File: src/rtl/lin_rec_gen_if.sv
// Control and dual-rail link bundle for lin_rec_gen: start/seed/count and the
// asynchronous acknowledge flow into the generator; tokens and status flow out.
interface lin_rec_gen_if #(
    parameter int WIDTH = 32,
    parameter int ORDER = 2
);
    localparam int RAIL_NUM = 2;

    logic                           start;
    logic [ORDER-1:0][WIDTH-1:0]    seed;
    logic [15:0]                    count;
    logic                           ack_i;
    logic [WIDTH-1:0][RAIL_NUM-1:0] out;
    logic                           busy;
    logic                           done;
    logic                           ovf;

    modport master (output start, seed, count, ack_i, input  out, busy, done, ovf);
    modport slave  (input  start, seed, count, ack_i, output out, busy, done, ovf);
endinterface

File: src/rtl/lin_rec_gen.sv
// Clocked linear-recurrence generator emitting each term as a dual-rail token
// (ENC "TP" two-phase, "FP" four-phase). Optional macro LIN_REC_SAT_EN saturates overflowing sums.
module lin_rec_gen #(
    parameter     ENC   = "TP",
    parameter int WIDTH = 32,
    parameter int ORDER = 2
) (
    input  logic         clk,
    input  logic         rst,
    lin_rec_gen_if.slave bus
);
    localparam int          RAIL_NUM = 2;
    localparam bit          IS_FP    = (ENC == "FP");
    localparam logic [15:0] ORDER_W  = 16'(ORDER);

    typedef enum logic [2:0] {
        S_IDLE = 3'd0,
        S_EMIT = 3'd1,
        S_WAIT = 3'd2,
        S_RTZ  = 3'd3,
        S_NEXT = 3'd4
    } state_t;

    state_t                         state_r, state_s;
    logic                           ack_meta_r, ack_s_r;
    logic                           par_r, par_s;
    logic [ORDER-1:0][WIDTH-1:0]    h_r, h_s;
    logic [15:0]                    cnt_r, cnt_s, cnt_inc_s;
    logic                           gen_r, gen_s;
    logic [WIDTH-1:0][RAIL_NUM-1:0] out_r, out_s;
    logic                           busy_r, busy_s;
    logic                           done_r, done_s;
    logic                           ovf_r, ovf_s;
    logic [WIDTH+1:0]               sum_s;
    logic                           sum_ovf_s;
    logic [WIDTH-1:0]               term_s;

    // Rail pair for one bit: rail[1] carries logic 1, rail[0] carries logic 0.
    function automatic logic [RAIL_NUM-1:0] rail_code(input logic b);
        return b ? 2'b10 : 2'b01;
    endfunction

    // Sum of the whole history; two guard bits cover up to four WIDTH-bit terms.
    function automatic logic [WIDTH+1:0] hist_sum(input logic [ORDER-1:0][WIDTH-1:0] h);
        logic [WIDTH+1:0] acc;
        acc = '0;
        for (int j = 0; j < ORDER; j++) begin
            acc = acc + {2'b00, h[j]};
        end
        return acc;
    endfunction

    // Next term candidate and its overflow flag
    always_comb begin
        sum_s     = hist_sum(h_r);
        sum_ovf_s = |sum_s[WIDTH+1:WIDTH];
`ifdef LIN_REC_SAT_EN
        if (sum_ovf_s) begin
            term_s = '1;
        end else begin
            term_s = sum_s[WIDTH-1:0];
        end
`else
        term_s = sum_s[WIDTH-1:0];
`endif
    end

    // Next-state and datapath update for the token FSM
    always_comb begin
        state_s   = state_r;
        par_s     = par_r;
        h_s       = h_r;
        cnt_s     = cnt_r;
        gen_s     = gen_r;
        out_s     = out_r;
        busy_s    = busy_r;
        done_s    = 1'b0;
        ovf_s     = ovf_r;
        cnt_inc_s = cnt_r + 16'd1;
        case (state_r)
            S_IDLE: begin
                if (bus.start) begin
                    h_s     = bus.seed;
                    cnt_s   = 16'd0;
                    gen_s   = 1'b0;
                    ovf_s   = 1'b0;
                    busy_s  = 1'b1;
                    state_s = S_EMIT;
                end else begin
                    state_s = S_IDLE;
                end
            end
            S_EMIT: begin
                for (int i = 0; i < WIDTH; i++) begin
                    if (IS_FP) begin
                        out_s[i] = rail_code(h_r[0][i]);
                    end else begin
                        out_s[i] = out_r[i] ^ rail_code(h_r[0][i]);
                    end
                end
                state_s = S_WAIT;
            end
            S_WAIT: begin
                if (IS_FP) begin
                    if (ack_s_r) begin
                        out_s   = '0;
                        state_s = S_RTZ;
                    end else begin
                        state_s = S_WAIT;
                    end
                end else begin
                    if (ack_s_r != par_r) begin
                        par_s   = ~par_r;
                        state_s = S_NEXT;
                    end else begin
                        state_s = S_WAIT;
                    end
                end
            end
            S_RTZ: begin
                if (!ack_s_r) begin
                    state_s = S_NEXT;
                end else begin
                    state_s = S_RTZ;
                end
            end
            S_NEXT: begin
                cnt_s = cnt_inc_s;
                if ((bus.count != 16'd0) && (cnt_inc_s == bus.count)) begin
                    done_s  = 1'b1;
                    busy_s  = 1'b0;
                    state_s = S_IDLE;
                end else begin
                    // h[0] is the head; the rest rotate so the window always
                    // holds the last ORDER terms (seeds included) in some order.
                    for (int j = 1; j < ORDER - 1; j++) begin
                        h_s[j] = h_r[j+1];
                    end
                    h_s[ORDER-1] = h_r[0];
                    if (!gen_r && (cnt_inc_s < ORDER_W)) begin
                        h_s[0] = h_r[1];
                    end else begin
                        gen_s  = 1'b1;
                        h_s[0] = term_s;
                        ovf_s  = ovf_r | sum_ovf_s;
                    end
                    state_s = S_EMIT;
                end
            end
            default: begin
                busy_s  = 1'b0;
                state_s = S_IDLE;
            end
        endcase
    end

    // Two-flop synchronizer for the link acknowledge
    always_ff @(posedge clk or negedge rst) begin
        if (!rst) begin
            ack_meta_r <= 1'b0;
            ack_s_r    <= 1'b0;
        end else begin
            ack_meta_r <= bus.ack_i;
            ack_s_r    <= ack_meta_r;
        end
    end

    // FSM state, history, counter and registered outputs
    always_ff @(posedge clk or negedge rst) begin
        if (!rst) begin
            state_r <= S_IDLE;
            par_r   <= 1'b0;
            h_r     <= '0;
            cnt_r   <= 16'd0;
            gen_r   <= 1'b0;
            out_r   <= '0;
            busy_r  <= 1'b0;
            done_r  <= 1'b0;
            ovf_r   <= 1'b0;
        end else begin
            state_r <= state_s;
            par_r   <= par_s;
            h_r     <= h_s;
            cnt_r   <= cnt_s;
            gen_r   <= gen_s;
            out_r   <= out_s;
            busy_r  <= busy_s;
            done_r  <= done_s;
            ovf_r   <= ovf_s;
        end
    end

    assign bus.out  = out_r;
    assign bus.busy = busy_r;
    assign bus.done = done_r;
    assign bus.ovf  = ovf_r;
endmodule

File: src/flat_wrapper.sv
// flat-port wrapper written by rule: the top's interface ports become plain ports
module lin_rec_gen_flat 
#(
    parameter     ENC   = "  ",
    parameter int WIDTH = 32,
    parameter int ORDER = 2
)
  (clk, rst, bus_start, bus_seed, bus_count, bus_ack_i, bus_out, bus_busy, bus_done, bus_ovf);
  lin_rec_gen_if #(.WIDTH(WIDTH), .ORDER(ORDER)) bus_i ();
  input  logic clk;
  input  logic rst;
  input wire logic [$bits(bus_i.start)-1:0] bus_start;
  input wire logic [$bits(bus_i.seed)-1:0] bus_seed;
  input wire logic [$bits(bus_i.count)-1:0] bus_count;
  input wire logic [$bits(bus_i.ack_i)-1:0] bus_ack_i;
  output wire logic [$bits(bus_i.out)-1:0] bus_out;
  output wire logic [$bits(bus_i.busy)-1:0] bus_busy;
  output wire logic [$bits(bus_i.done)-1:0] bus_done;
  output wire logic [$bits(bus_i.ovf)-1:0] bus_ovf;
  assign bus_i.start = bus_start;
  assign bus_i.seed = bus_seed;
  assign bus_i.count = bus_count;
  assign bus_i.ack_i = bus_ack_i;
  assign bus_out = bus_i.out;
  assign bus_busy = bus_i.busy;
  assign bus_done = bus_i.done;
  assign bus_ovf = bus_i.ovf;
  lin_rec_gen #(.ENC(ENC), .WIDTH(WIDTH), .ORDER(ORDER)) u_core (.clk(clk), .rst(rst), .bus(bus_i));
endmodule
File: config.mk
export PLATFORM = sky130hd
export DESIGN_NAME = lin_rec_gen_flat
export DESIGN_NICKNAME = d
export VERILOG_FILES = /design/src/rtl/lin_rec_gen_if.sv /design/src/rtl/lin_rec_gen.sv /design/src/flat_wrapper.sv
export SDC_FILE = /design/constraint.sdc
export NUM_CORES = 1
export LEC_CHECK = 0
export CAP_MARGIN = 20
export CORE_UTILIZATION = 30
export DETAILED_ROUTE_END_ITERATION = 16
export DONT_BUFFER_PORTS = 1
export PLACE_DENSITY = 0.47
export SLEW_MARGIN = 10
export SYNTH_ARGS = -nofsm -noshare
export SYNTH_HDL_FRONTEND = slang
export SYNTH_SLANG_ARGS = --single-unit
File: constraint.sdc
create_clock -name clk -period 5.25 [get_ports clk]
set_clock_uncertainty 0.15 [all_clocks]
set_input_delay 0.525 -clock clk [delete_from_list [all_inputs] [get_ports clk]]
set_output_delay 0.525 -clock clk [all_outputs]
set_load 0.02 [all_outputs]
==> qor.yml <==
floorplanning:
  fp.dieW_microns: 181
  die_area_sq_um: 32700
  row_count: 65
  ios: 151
  core_area_sq_um: 31500
  start_util: 0.305
  die_h_microns: 181
pwr:
  combPwrFrac: 0.493
  p_clk_frac: 0.165
  ir_worst_vdd_uv: 244
  cellLeakagePower_nw: 4.57
  pwr-share-seq: 0.342
  finalPower_mw: 7.66
  p_int_mw: 4.04
  swShare: 0.473
  switchingPower_mw: 3.63
  powerDensity_nw_per_um2: 727
detailed_routing:
  detail_route.wl_per_cell_microns: 19.2
  drtAntennaViolNets: 0
  vias: 7497
  viasPerCell: 5.29
  drt_iter0_drc: 546
  drc: 0
  drt_first_pass_iters: 5
  routed_wirelength_microns: 27300
worst_hold_path:
  holdCritStartpoint: "bus_seed[42]"
  hold_path_depth: 2
  min-delay-path-class: "input port to flip-flop"
  holdPathEnd: "u_core.h_r[42]"
synthesis:
  ys_seq_area_frac: 0.402
  synth-seq-cells: 154
  async_flop_share: 1.00
  synth.distinct_cells: 66
  synth_flop_cell: "dfrtp_1"
  netlist_area_sq_um: 9580
  synth-edff-count: 0
  syn-num-nets: 1149
  synth_warnings: 0
  synth.avg_cell_area_sq_um: 9.30
  netlist_instances: 1031
worst_setup_path:
  reg2reg_depth: 10
  cp_slowest_cell: "dfrtp_1"
  timing.rr.end: "u_core.h_r[4]"
  worst_ep_required_time_ns: 5.42
  worstPathMaxFanout: 48
  critPathCaptureType: "flip-flop"
  r2r_setup_slack_ns: 1.44
  crit_type: "flip-flop to flip-flop"
  crit_chain: "ha_1 > nand2_2 > nor4_1 > a211oi_1 > a211o_1 > a2111oi_4 > nand3_2 > o21ai_4 > buf_12 > mux2_2"
  start_kind: "flip-flop"
  arrival_ns: 3.98
  cpPeakStageDelay_ns: 0.49
  r2r_start: "u_core.cnt_r[0]"
cts:
  cts_resized: 0
  insertion_delay_ns: 0.44
  cts_tree: "built"
  postCtsSetupRepairBufs: 0
  cts_sinks: 154
  htree_levels: 4
  root_buffer: "clkbuf_16"
  cts_buffers: 17
  clkSlewWorstSetupHoldPaths_ns: 0.07
  cts.path.max_buffers: 2
sta:
  slew_viol_final: 0
  tightest_slew_ns: 0.838
  period_needed_ns: 3.81
  fin_ws_ns: 1.44
  fin_setup_tns_ns: 0
  hold_ws_ns: 0.142
  grt_setup_unrepaired: "false"
  setup_viol: 0
  max_slew_margin: 0.441
  max_freq_mhz: 263
  final-hold-violation-count: 0
  fin_crit_sh: 0.725
placed_design:
  place_congestion: 0.865
  io_buffers: 0
  placed_cells: 1380
  post-dp-hpwl_microns: 18500
  place_area_sq_um: 9900
  pre_cts_ws_ns: 1.39
layout:
  fillers: 3249
  final_common_cell: "dfrtp_1"
  fin_area_sq_um: 10500
  area_growth_pct: 10.0
  drive_above_1_share: 0.0661
  nets: 1119
  final_core_util: 0.335
  instances_no_fill: 1417
  layout.cells.most_common_list: "dfrtp_1 (154), o21ai_0 (126), nand2_1 (94)"
run_status:
  status: "finished clean"
global_routing:
  grt_max_degree: 155
  grt_pass1_wl_microns: 43800
  overflow: 0
  antenna_found_initial: 1
  grt.total_usage: 0.172
  grt_pass1_vias: 7527
flow_run:
  cap_violations: 0
==> timing repair <==
action                                  4_1_cts  5_1_grt
hold buffers                                  3        0
endpoints found under the setup margin        0        0
endpoints found under the hold margin       155        0
==> kinds of logic (layout without fill, tap and decap cells) <==
| group | Yosys count | in the layout | synth area share |
|---|---|---|---|
| other | 0 | 1 | 0 |
| buffers and inverters | 76 | 59 | 0.0369 |
| AO/OA/AOI/OAI | 302 | 302 | 0.192 |
| AND/OR/NAND/NOR | 283 | 283 | 0.144 |
| multiplexers | 79 | 79 | 0.0863 |
| XOR/XNOR | 103 | 103 | 0.0941 |
| adder cells (fa/ha/maj) | 34 | 34 | 0.0452 |
| flip-flops | 154 | 154 | 0.402 |
==> worst max-delay path by stage <==
stage,cells after the start,to,startpoint
3_5_place_dp,10,u_core.h_r[28],u_core.h_r[0]
3_3_place_gp,10,u_core.h_r[28],u_core.h_r[0]
6_report,10,u_core.h_r[4],u_core.cnt_r[0]
2_1_floorplan,10,u_core.h_r[28],u_core.h_r[0]
5_1_grt,10,u_core.h_r[7],u_core.cnt_r[0]
4_1_cts,10,u_core.h_r[28],u_core.h_r[0]
==> synthesized netlist by cell type, drive strengths merged (4+ instances only) <==
| master | instances | area (sq um) |
|---|---|---|
| nand4 | 16 | 106 |
| buf | 25 | 163 |
| o22ai | 6 | 37.5 |
| dfrtp | 154 | 3850 |
| nor4 | 10 | 90.1 |
| or3 | 7 | 43.8 |
| clkbuf | 36 | 135 |
| a211oi | 9 | 67.6 |
| mux2i | 50 | 500 |
| a2111oi | 4 | 53.8 |
| and2 | 5 | 31.3 |
| and3 | 10 | 62.6 |
| nand3 | 24 | 148 |
| ha | 33 | 413 |
| nor2 | 78 | 293 |
| mux2 | 29 | 327 |
| a22o | 6 | 52.6 |
| nor3 | 16 | 91.3 |
| o211ai | 8 | 60.1 |
| o31ai | 7 | 52.6 |
| o21ai | 129 | 649 |
| nand2 | 96 | 363 |
| a31oi | 13 | 81.3 |
| a21oi | 62 | 310 |
| xor2 | 54 | 473 |
| o21a | 13 | 97.6 |
| and4 | 5 | 43.8 |
| a41oi | 4 | 35.0 |
| xnor2 | 49 | 429 |
| inv | 15 | 56.3 |
| nand2b | 6 | 37.5 |
| a21o | 16 | 120 |
==> layout make-up <==
cell class	count	area (sq um)	area share
multi-input combinational	801	5400	0.512
sequential	154	3850	0.365
tap	402	503	0.0477
clock buffer	19	433	0.0411
timing repair buffer	12	148	0.0140
clock inverter	13	146	0.0139
inverter	15	56.3	0.00534
antenna	1	2.50	0.000237
==> worst max-delay path: cells and delay by family, from the launching register on <==
family | cells | cell delay [ns]
flip-flops | 1 | 0.49
buffers and inverters | 1 | 0.31
AO/OA/AOI/OAI | 4 | 1.31
AND/OR/NAND/NOR | 3 | 0.68
adder cells (fa/ha/maj) | 1 | 0.34
multiplexers | 1 | 0.37
==> sequential cells by signal (all words and copies together) (netlist names) <==
signal / flops
u_core.bus.out: 64
u_core.h_r: 64
u_core.cnt_r: 16
u_core.state_r: 3
u_core.ack_meta_r: 1
u_core.ack_s_r: 1
u_core.bus.busy: 1
u_core.bus.done: 1
u_core.bus.ovf: 1
u_core.gen_r: 1
u_core.par_r: 1
==> metal layers <==
metal / global-route usage / part of all wire / wire length (microns) / up-vias
li1: - / - / - / 3648
met2: 0.267 / 0.46 / 12400 / 170
met1: 0.237 / 0.49 / 13200 / 3658
met5: 0 / 0 / 0 / -
met3: 0.0421 / 0.049 / 1350 / 21
met4: 0.0441 / 0.0097 / 264 / 0
==> power by group through the flow <==
stage,Combinational [mW],Clock [mW],Sequential (mW)
2_1_floorplan,3.00,0,2.46
3_3_place_gp,3.70,0,2.64
3_5_place_dp,3.74,0,2.64
4_1_cts,3.79,1.31,2.63
5_1_grt,4.26,1.36,2.71
6_report,3.77,1.27,2.62
(Power assumes the default switching activity.)
